==> config.mk <==
export PLATFORM = sky130hd
export DESIGN_NAME = uart_tx_periph
export DESIGN_NICKNAME = d
export VERILOG_FILES = /design/src/rtl/uart_tx_periph.sv
export SDC_FILE = /design/constraint.sdc
export NUM_CORES = 1
export LEC_CHECK = 0
export CORE_ASPECT_RATIO = 1.5
export CORE_MARGIN = 5
export CORE_UTILIZATION = 45
export CTS_CLUSTER_DIAMETER = 60
export DETAILED_ROUTE_END_ITERATION = 16
export GPL_ROUTABILITY_DRIVEN = 0
export PLACE_DENSITY = 0.77
export SLEW_MARGIN = 20
export SYNTH_ARGS = -nofsm -noshare
export SYNTH_HDL_FRONTEND = slang
export SYNTH_SLANG_ARGS = --single-unit
==> constraint.sdc <==
create_clock -name clk_i -period 2.23 [get_ports clk_i]
set_input_delay 0.5575 -clock clk_i [delete_from_list [all_inputs] [get_ports clk_i]]
set_output_delay 0.5575 -clock clk_i [all_outputs]
set_load 0.03 [all_outputs]
==> src/rtl/uart_tx_periph.sv <==
// uart_tx_periph: memory-mapped 8N1 UART transmitter with TX FIFO.
// Registers: 0x0 TXDATA (wo), 0x4 STATUS, 0x8 CTRL, 0xC reserved.
// Build option: UART_TX_FIFO_EN selects a 2^FIFO_DEPTH_POT FIFO; otherwise
// a single holding register (depth 1) is used.
module uart_tx_periph #(
    parameter int unsigned CLK_FREQ_HZ    = 50_000_000,
    parameter int unsigned BAUD           = 115200,
    parameter int unsigned FIFO_DEPTH_POT = 4
) (
    input  logic        clk_i,
    input  logic        rst_i,
    input  logic        en_i,
    input  logic [3:0]  addr_i,
    input  logic        read_i,
    input  logic [3:0]  wsel_byte_i,
    input  logic [31:0] wdata_i,
    output logic [31:0] rdata_o,
    output logic        tx_o,
    output logic        irq_o
);

    localparam int unsigned DIV = CLK_FREQ_HZ / BAUD;
    localparam int unsigned CW  = $clog2(DIV);
    localparam logic [CW-1:0] BAUD_LAST = CW'(DIV - 1);

    localparam logic [1:0] S_IDLE  = 2'd0;
    localparam logic [1:0] S_START = 2'd1;
    localparam logic [1:0] S_DATA  = 2'd2;
    localparam logic [1:0] S_STOP  = 2'd3;

    logic [1:0]    state_q, state_d;
    logic [CW-1:0] baud_q, baud_d;
    logic [2:0]    bit_q, bit_d;
    logic [7:0]    shift_q, shift_d;
    logic          tx_q, tx_d;
    logic          overflow_q, overflow_d;
    logic          tx_en_q, tx_en_d;
    logic          irq_en_q, irq_en_d;
    logic [31:0]   rdata_q, rdata_d;

    logic       wr_en, rd_en, push_req, push_ok, pop, ovf_clr, ctrl_wr;
    logic [1:0] reg_sel;
    logic       fifo_full, fifo_empty, busy;
    logic [7:0] fifo_head, fill;
    logic       unused_bits;

    assign wr_en    = en_i & ~read_i;
    assign rd_en    = en_i & read_i;
    assign reg_sel  = addr_i[3:2];
    assign push_req = wr_en && (reg_sel == 2'd0) && wsel_byte_i[0];
    assign ovf_clr  = wr_en && (reg_sel == 2'd1) && wsel_byte_i[0] && wdata_i[3];
    assign ctrl_wr  = wr_en && (reg_sel == 2'd2) && wsel_byte_i[0];
    // Full is judged on the registered state, so a same-cycle pop never frees room.
    assign push_ok  = push_req & ~fifo_full;
    assign busy     = (state_q != S_IDLE);

`ifdef UART_TX_FIFO_EN
    localparam int unsigned DEPTH = 1 << FIFO_DEPTH_POT;

    logic [7:0]                mem_q [DEPTH];
    logic [FIFO_DEPTH_POT-1:0] wptr_q, wptr_d, rptr_q, rptr_d;
    logic [FIFO_DEPTH_POT:0]   cnt_q, cnt_d;

    assign fifo_full  = (cnt_q == (FIFO_DEPTH_POT + 1)'(DEPTH));
    assign fifo_empty = (cnt_q == '0);
    assign fifo_head  = mem_q[rptr_q];
    assign fill       = 8'(cnt_q);
    assign unused_bits = ^{addr_i[1:0], wdata_i[31:8], wsel_byte_i[3:1]};

    // FIFO pointer and occupancy update
    always_comb begin
        wptr_d = wptr_q;
        rptr_d = rptr_q;
        cnt_d  = cnt_q;
        if (push_ok) wptr_d = wptr_q + 1'b1;
        if (pop)     rptr_d = rptr_q + 1'b1;
        if (push_ok && !pop)      cnt_d = cnt_q + 1'b1;
        else if (pop && !push_ok) cnt_d = cnt_q - 1'b1;
    end

    // FIFO pointer registers
    always_ff @(posedge clk_i) begin
        if (rst_i) begin
            wptr_q <= '0;
            rptr_q <= '0;
            cnt_q  <= '0;
        end else begin
            wptr_q <= wptr_d;
            rptr_q <= rptr_d;
            cnt_q  <= cnt_d;
        end
    end

    // FIFO storage; contents need no reset since occupancy is tracked separately
    always_ff @(posedge clk_i) begin
        if (push_ok) mem_q[wptr_q] <= wdata_i[7:0];
    end
`else
    logic [7:0] hold_q, hold_d;
    logic       hold_vld_q, hold_vld_d;

    assign fifo_full  = hold_vld_q;
    assign fifo_empty = ~hold_vld_q;
    assign fifo_head  = hold_q;
    assign fill       = {7'd0, hold_vld_q};
    assign unused_bits = ^{addr_i[1:0], wdata_i[31:8], wsel_byte_i[3:1],
                           FIFO_DEPTH_POT[0]};

    // Holding register load/drain
    always_comb begin
        hold_d     = hold_q;
        hold_vld_d = hold_vld_q;
        if (pop) hold_vld_d = 1'b0;
        if (push_ok) begin
            hold_d     = wdata_i[7:0];
            hold_vld_d = 1'b1;
        end
    end

    // Holding register state
    always_ff @(posedge clk_i) begin
        if (rst_i) begin
            hold_q     <= '0;
            hold_vld_q <= 1'b0;
        end else begin
            hold_q     <= hold_d;
            hold_vld_q <= hold_vld_d;
        end
    end
`endif

    // Transmit FSM; STOP chains straight into START so frames are gapless
    always_comb begin
        state_d = state_q;
        baud_d  = baud_q;
        bit_d   = bit_q;
        shift_d = shift_q;
        pop     = 1'b0;
        case (state_q)
            S_IDLE: begin
                if (tx_en_q && !fifo_empty) begin
                    pop     = 1'b1;
                    shift_d = fifo_head;
                    baud_d  = '0;
                    bit_d   = '0;
                    state_d = S_START;
                end
            end
            S_START: begin
                if (baud_q == BAUD_LAST) begin
                    baud_d  = '0;
                    state_d = S_DATA;
                end else begin
                    baud_d = baud_q + 1'b1;
                end
            end
            S_DATA: begin
                if (baud_q == BAUD_LAST) begin
                    baud_d  = '0;
                    shift_d = {1'b0, shift_q[7:1]};
                    bit_d   = bit_q + 1'b1;
                    if (bit_q == 3'd7) state_d = S_STOP;
                end else begin
                    baud_d = baud_q + 1'b1;
                end
            end
            default: begin
                if (baud_q == BAUD_LAST) begin
                    baud_d = '0;
                    if (tx_en_q && !fifo_empty) begin
                        pop     = 1'b1;
                        shift_d = fifo_head;
                        bit_d   = '0;
                        state_d = S_START;
                    end else begin
                        state_d = S_IDLE;
                    end
                end else begin
                    baud_d = baud_q + 1'b1;
                end
            end
        endcase
        // Line level follows the next state so tx_o is a clean flop output
        case (state_d)
            S_START: tx_d = 1'b0;
            S_DATA:  tx_d = shift_d[0];
            default: tx_d = 1'b1;
        endcase
    end

    // Register file writes and registered read mux
    always_comb begin
        overflow_d = overflow_q;
        tx_en_d    = tx_en_q;
        irq_en_d   = irq_en_q;
        rdata_d    = rdata_q;
        if (push_req && fifo_full) overflow_d = 1'b1;
        else if (ovf_clr)          overflow_d = 1'b0;
        if (ctrl_wr) begin
            tx_en_d  = wdata_i[0];
            irq_en_d = wdata_i[1];
        end
        if (rd_en) begin
            case (reg_sel)
                2'd1:    rdata_d = {16'd0, fill, 4'd0, overflow_q, busy, fifo_empty, fifo_full};
                2'd2:    rdata_d = {30'd0, irq_en_q, tx_en_q};
                default: rdata_d = '0;
            endcase
        end
    end

    // State registers
    always_ff @(posedge clk_i) begin
        if (rst_i) begin
            state_q    <= S_IDLE;
            baud_q     <= '0;
            bit_q      <= '0;
            shift_q    <= '0;
            tx_q       <= 1'b1;
            overflow_q <= 1'b0;
            tx_en_q    <= 1'b0;
            irq_en_q   <= 1'b0;
            rdata_q    <= '0;
        end else begin
            state_q    <= state_d;
            baud_q     <= baud_d;
            bit_q      <= bit_d;
            shift_q    <= shift_d;
            tx_q       <= tx_d;
            overflow_q <= overflow_d;
            tx_en_q    <= tx_en_d;
            irq_en_q   <= irq_en_d;
            rdata_q    <= rdata_d;
        end
    end

    assign rdata_o = rdata_q;
    assign tx_o    = tx_q;
    assign irq_o   = irq_en_q & fifo_empty & ~busy;

endmodule

==> run_results.csv, run 1 <==
group,metric,value,unit
cells_and_area,final_common_cell,"dfxtp_1",
floorplan,die_h,96.8,µm
yosys,ys_warn_count,0,
global_routing,busiest_layer,"met2",
timing,period_needed,2.03,ns
floorplan,start_util,46.6,%
routing,wl,4.76,mm
clock_tree,htreeDepth,2,
routing,first_pass_iters,4,
clock_tree,clk_latency,0.30,ns
status,status,"complete, no violations",
floorplan,ioPinCount,78,
job,drv_cap,0,
timing,report.final.slew_viol_count,0,
yosys,yosys_most_used_dff,"dfxtp_1",
yosys,synth_area_per_cell,8.73,µm²
worst_setup_path,cp_cell_sequence,"inv_1 -> and3_1 -> dlygate4sd2_1",
routing,ant_nets,0,
cells_and_area,final_cell_mix,"40 x dfxtp_1, 35 x nor2_1, 27 x nand2_1, 27 x conb_1, 20 x clkdlybuf4s50_1",
routing,wl_per_cell,13.5,µm
cells_and_area,syn_to_final_growth,13.8,%
routing,post_drt_via_cell_ratio,5.35,
worst_hold_path,holdPathStages,2,
yosys,async_flop_share,0,%
cells_and_area,layout.cells.non_filler,352,
clock_tree,cts_tree,"done",
placement,dp_cells,344,
yosys,synth_edf_count,0,
global_routing,met1_usage,16.3,%
timing,rsz0062_at_grt,"false",
power_and_ir_drop,p_per_area,569,nW/µm²
worst_hold_path,hold_class,"reg2reg",
global_routing,grt_pass1_vias,1758,
global_routing,grtUsageMet2,26.3,%
worst_setup_path,r2r_cells,6,
timing,setup_viol,0,
yosys,syn_area,2260,µm²
floorplan,dieArea,6570,µm²
timing,tns,0,ns
yosys,ys_seq_area_share,35.4,%
clock_tree,cts_hold_buf,0,
placement,portBuffers,21,
floorplan,rows,31,
worst_setup_path,endpoint_kind,"output port",
worst_setup_path,r2r_setup_slack,0.33,ns
global_routing,grt_max_degree,33,
power_and_ir_drop,p_leak,1.02,nW
global_routing,antenna_found_initial,0,
worst_setup_path,r2r_end,"tx_o",
cells_and_area,num_antenna_cells,0,
clock_tree,cts_buffers,5,
worst_setup_path,cp_max_fo,6,
worst_setup_path,start_kind,"flop",
timing,hold_viol,0,
worst_setup_path,worst_ep_arrival_time,1.47,ns
placement,place_hpwl,3.43,mm
worst_setup_path,critical_path_required,1.67,ns
worst_setup_path,cpLargestDelayFamily,"flip-flops",
worst_hold_path,min_from,"rdata_o[3]",
routing,vias,1883,
clock_tree,root_buffer,"clkbuf_8",
timing,fin_skew,0.0101,ns
floorplan,core_area,4850,µm²
clock_tree,path_clk_slew,0.09,ns
worst_setup_path,slowest_delay,0.49,ns
timing,min_period_over_period,91.0,%
worst_setup_path,critPathBufInv,2,
worst_setup_path,worstSetupPathType,"reg2out",
yosys,synth.distinct_cells,55,
clock_tree,clock_sink_count,40,
global_routing,grt_use_total,15.0,%
worst_hold_path,holdPathEnd,"rdata_o[3]",
yosys,ys_ff_latch,40,
worst_setup_path,r2r-start,"baud_q[0]",
power_and_ir_drop,peakVddDrop,0.458,mV
global_routing,grt_overflow_total,0,
routing,route.detailed.drc,0,
clock_tree,clock_path_buffers,2,
timing,fmax,493,MHz
global_routing,grt.met3_usage,3.36,%
global_routing,grt_pass1_wl,7.76,mm
worst_setup_path,crit_path_top_delay_cell,"dfxtp_1",
routing,drt_iter0_markers,107,
clock_tree,cts_setup_buffers,0,
yosys,syn_inst,259,
cells_and_area,layout.nets,336,
cells_and_area,drive_gt1_share,11.9,%
floorplan,die_w,67.9,µm
worst register-to-register path, delay by kind of cell (launching register included):
family                   cells  cell delay (ns)
adder cells (fa/ha/maj)      1             0.23
AND/OR/NAND/NOR              2             0.52
multiplexers                 1             0.33
AO/OA/AOI/OAI                2             0.36
flip-flops                   1             0.42
final cells by class:
cell class / count / area (µm²)
fill: 466 / 2280
inverter: 5 / 18.8
multi-input combinational: 202 / 1270
tap: 66 / 82.6
timing repair buffer: 31 / 284
clock inverter: 3 / 47.5
clock buffer: 5 / 68.8
sequential: 40 / 801
through the flow:
stage	utilization [%]	area, µm²	power, mW	worst slack (ns)	hold WS, ns
3_5_place_dp	50.7	2460	0.867	0.168	0.442
4_1_cts	53.1	2570	1.48	0.195	0.455
5_1_grt	53.1	2570	1.51	0.144	0.489
2_1_floorplan	-	2360	0.860	0.554	0.432
6_report	53.1	2570	1.46	0.202	0.454
3_3_place_gp	50.7	2460	0.866	0.183	0.441
cells in the mapped netlist, drive strengths merged (4+ instances only):
library cell / number / area, µm²
a21oi: 16 / 80.1
a22oi: 8 / 60.1
a32o: 4 / 41.3
and3: 6 / 37.5
buf: 32 / 245
clkbuf: 6 / 23.8
dfxtp: 40 / 801
ha: 7 / 87.6
inv: 5 / 18.8
mux2i: 10 / 100
nand2: 28 / 108
nand3: 7 / 35.0
nor2: 39 / 180
o21ai: 8 / 43.8
registers in the layout, indices dropped and copies added, names as in the netlist:
| signal | count |
|---|---|
| overflow_q | 1 |
| tx_en_q | 1 |
| shift_q | 8 |
| fifo_head | 8 |
| state_q | 2 |
| fifo_full | 1 |
| tx_o | 1 |
| bit_q | 3 |
| irq_en_q | 1 |
| baud_q | 9 |
| rdata_o | 5 |
metal layers:
metal | up-vias | routed length (µm)
li1 | 915 | -
met5 | - | 0
met4 | 0 | 115
met3 | 8 | 271
met2 | 50 | 2470
met1 | 910 | 1910
report_power, final:
group	internal, mW	total (mW)	switching [mW]
clock	0.337	0.613	0.275
sequential	0.717	0.720	0.00283
combinational	0.0377	0.132	0.0939
total	1.09	1.46	0.372
logic make-up after synthesis:
| kind of cell | share of synthesized area (%) |
|---|---|
| AOI/OAI and AO/OA | 18.8 |
| xor gates and xnor gates | 0.387 |
| adders and majority gates | 3.87 |
| buffers and inverters | 12.7 |
| DFF | 35.4 |
| muxes | 5.09 |
| other | 0.166 |
| and+or+nand+nor | 23.5 |
worst max-delay path by stage:
stage | start | to | slack (ns) | cells past startpoint
final | fifo_full | irq_o | 0.20 | 3
after floorplan | baud_q[0] | tx_o | 0.55 | 6
after global routing | fifo_full | irq_o | 0.14 | 3
after CTS | fifo_full | irq_o | 0.19 | 3
after detailed placement | addr_i[2] | fifo_head[4] | 0.17 | 7
after global placement | read_i | fifo_head[4] | 0.18 | 6
repair_timing:
action                                  CTS  global route
endpoints found under the hold margin     0             0
endpoints found under the setup margin    1             0
resized for setup                         1             0
Power figures use the tool's default switching activity.
==> run 2, diff against run 1 <==
==> constraint.sdc (replaced) <==
create_clock -name clk_i -period 1.9 [get_ports clk_i]
set_input_delay 0.475 -clock clk_i [delete_from_list [all_inputs] [get_ports clk_i]]
set_output_delay 0.475 -clock clk_i [all_outputs]
set_load 0.03 [all_outputs]
==> run_results.csv, run 2 (synthesis gave the netlist of run 1 again) <==
group,metric,value,unit
clock_tree,path_clk_slew,0.08,ns
global_routing,grt_pass1_wl,7.87,mm
routing,wl,4.66,mm
worst_setup_path,cp_cell_sequence,"clkdlybuf4s50_1",
clock_tree,clock_sink_count,40,
worst_hold_path,hold_class,"reg2reg",
worst_setup_path,cp_max_fo,2,
clock_tree,clk_latency,0.30,ns
routing,first_pass_iters,4,
routing,route.detailed.drc,0,
floorplan,ioPinCount,78,
global_routing,grt_overflow_total,0,
floorplan,rows,31,
timing,report.final.slew_viol_count,0,
floorplan,start_util,46.6,%
routing,post_drt_via_cell_ratio,5.23,
cells_and_area,final_common_cell,"dfxtp_1",
floorplan,die_h,96.8,µm
clock_tree,cts_tree,"done",
cells_and_area,final_cell_mix,"40 x dfxtp_1, 35 x nor2_1, 27 x nand2_1, 27 x conb_1, 20 x clkdlybuf4s50_1",
clock_tree,root_buffer,"clkbuf_8",
global_routing,grt_use_total,15.0,%
cells_and_area,regMostFlops,"baud_q",
worst_setup_path,endpoint_kind,"output port",
power_and_ir_drop,p_switching,421,µW
worst_setup_path,slowest_delay,0.68,ns
cells_and_area,layout.cells.non_filler,360,
status,status,"complete, no violations",
power_and_ir_drop,p_leak,1.04,nW
cells_and_area,drive_gt1_share,14.6,%
cells_and_area,syn_to_final_growth,16.1,%
power_and_ir_drop,pwr-share-clk,37.5,%
placement,dpl_cell_area,2530,µm²
cells_and_area,num_antenna_cells,0,
timing,min_period_over_period,94.0,%
global_routing,grt_max_degree,29,
routing,ant_nets,0,
cells_and_area,layout.nets,344,
placement,place_hpwl,3.49,mm
timing,period_needed,1.79,ns
global_routing,grt.met3_usage,3.01,%
floorplan,core_area,4850,µm²
routing,wl_per_cell,12.9,µm
clock_tree,cts_hold_buf,0,
clock_tree,clock_path_buffers,2,
placement,dp_cells,352,
job,drv_cap,0,
clock_tree,ctsResizeCount,0,
global_routing,met1_usage,16.6,%
timing,hold_viol,0,
worst_setup_path,worst_ep_arrival_time,1.31,ns
worst_setup_path,critPathBufInv,1,
clock_tree,cts_buffers,5,
timing,fin_skew,0.00719,ns
floorplan,die_w,67.9,µm
global_routing,grt_pass1_vias,1802,
timing,tns,0,ns
power_and_ir_drop,internal-power,1.18,mW
power_and_ir_drop,total_power,1.60,mW
worst_setup_path,worstSetupPathType,"reg2out",
global_routing,antenna_found_initial,0,
power_and_ir_drop,p_seq_share,52.7,%
power_and_ir_drop,p_per_area,610,nW/µm²
cells_and_area,largest_reg_flops,9,
cells_and_area,stdcell_area,2630,µm²
worst_setup_path,start_kind,"flop",
timing,whs,0.453,ns
routing,vias,1882,
clock_tree,htreeDepth,2,
power_and_ir_drop,comb_power_share,9.8,%
worst_setup_path,crit_path_top_delay_cell,"clkdlybuf4s50_1",
power_and_ir_drop,peakVddDrop,0.331,mV
placement,portBuffers,21,
timing,rsz0062_at_grt,"false",
worst_setup_path,critical_path_required,1.42,ns
floorplan,dieArea,6570,µm²
timing,setup_viol,0,
timing,fmax,560,MHz
routing,drt_iter0_markers,97,
power_and_ir_drop,power.share.switching,26.3,%
global_routing,grtUsageMet2,26.0,%
worst_setup_path,cpLargestDelayFamily,"buffers and inverters",
global_routing,busiest_layer,"met2",
clock_tree,cts_setup_buffers,0,
==> run 2: cell count changes in the layout (fill, tap and decap cells not counted) <==
cell / before / now
dlygate4sd2_1: 1 / 0
clkinvlp_4: 0 / 2
clkbuf_8: 5 / 6
bufinv_16: 1 / 0
buf_4: 10 / 18
buf_12: 0 / 1
clkinv_4: 2 / 0
==> run 2: metal layers <==
layer | share of wire (%) | vias to the layer above
met3 | 6.0 | 12
met2 | 52 | 61
met4 | 2.6 | 0
li1 | - | 931
met5 | 0 | -
met1 | 39 | 878
==> run 2: final timing paths <==
check / startpoint / slack [ns] / cells past startpoint / to
worst max-delay path: rdata_o[0] / 0.11 / 1 / rdata_o[0]
worst min-delay path: rdata_o[2] / 0.45 / 2 / rdata_o[2]
worst max register to register: baud_q[1] / 0.17 / 7 / shift_q[3]
worst min register to register: rdata_o[2] / 0.45 / 2 / rdata_o[2]
==> run 2: cell type report <==
type,count,area [µm²]
repair buffers,39,355
inverters,5,18.8
clock inverters,2,15.0
multi-input cells,202,1270
well taps,66,82.6
flip-flops and latches,40,801
clock buffers,6,82.6
fillers,446,2220
==> run 2: worst register-to-register path: stages, from the launching register on <==
cell      delay, ns
dfxtp_1        0.31
inv_1          0.05
ha_1           0.19
nand4b_4       0.21
buf_4          0.22
nor4_4         0.32
nand2_1        0.12
a211oi_1       0.23
==> run 2: through the flow <==
stage                     utilization [%]  setup WS [ns]
final                                54.1          0.114
after floorplan                         -          0.224
after detailed placement             52.1         0.0278
after global routing                 54.1         0.0501
after global placement               52.1         0.0407
after CTS                            54.1         0.0976
==> run 2: power groups by stage <==
stage	logic (mW)	registers, mW	clock network [mW]
2_1_floorplan	0.145	0.864	0
3_3_place_gp	0.154	0.864	0
3_5_place_dp	0.155	0.864	0
4_1_cts	0.155	0.844	0.612
5_1_grt	0.168	0.845	0.644
6_report	0.156	0.844	0.601
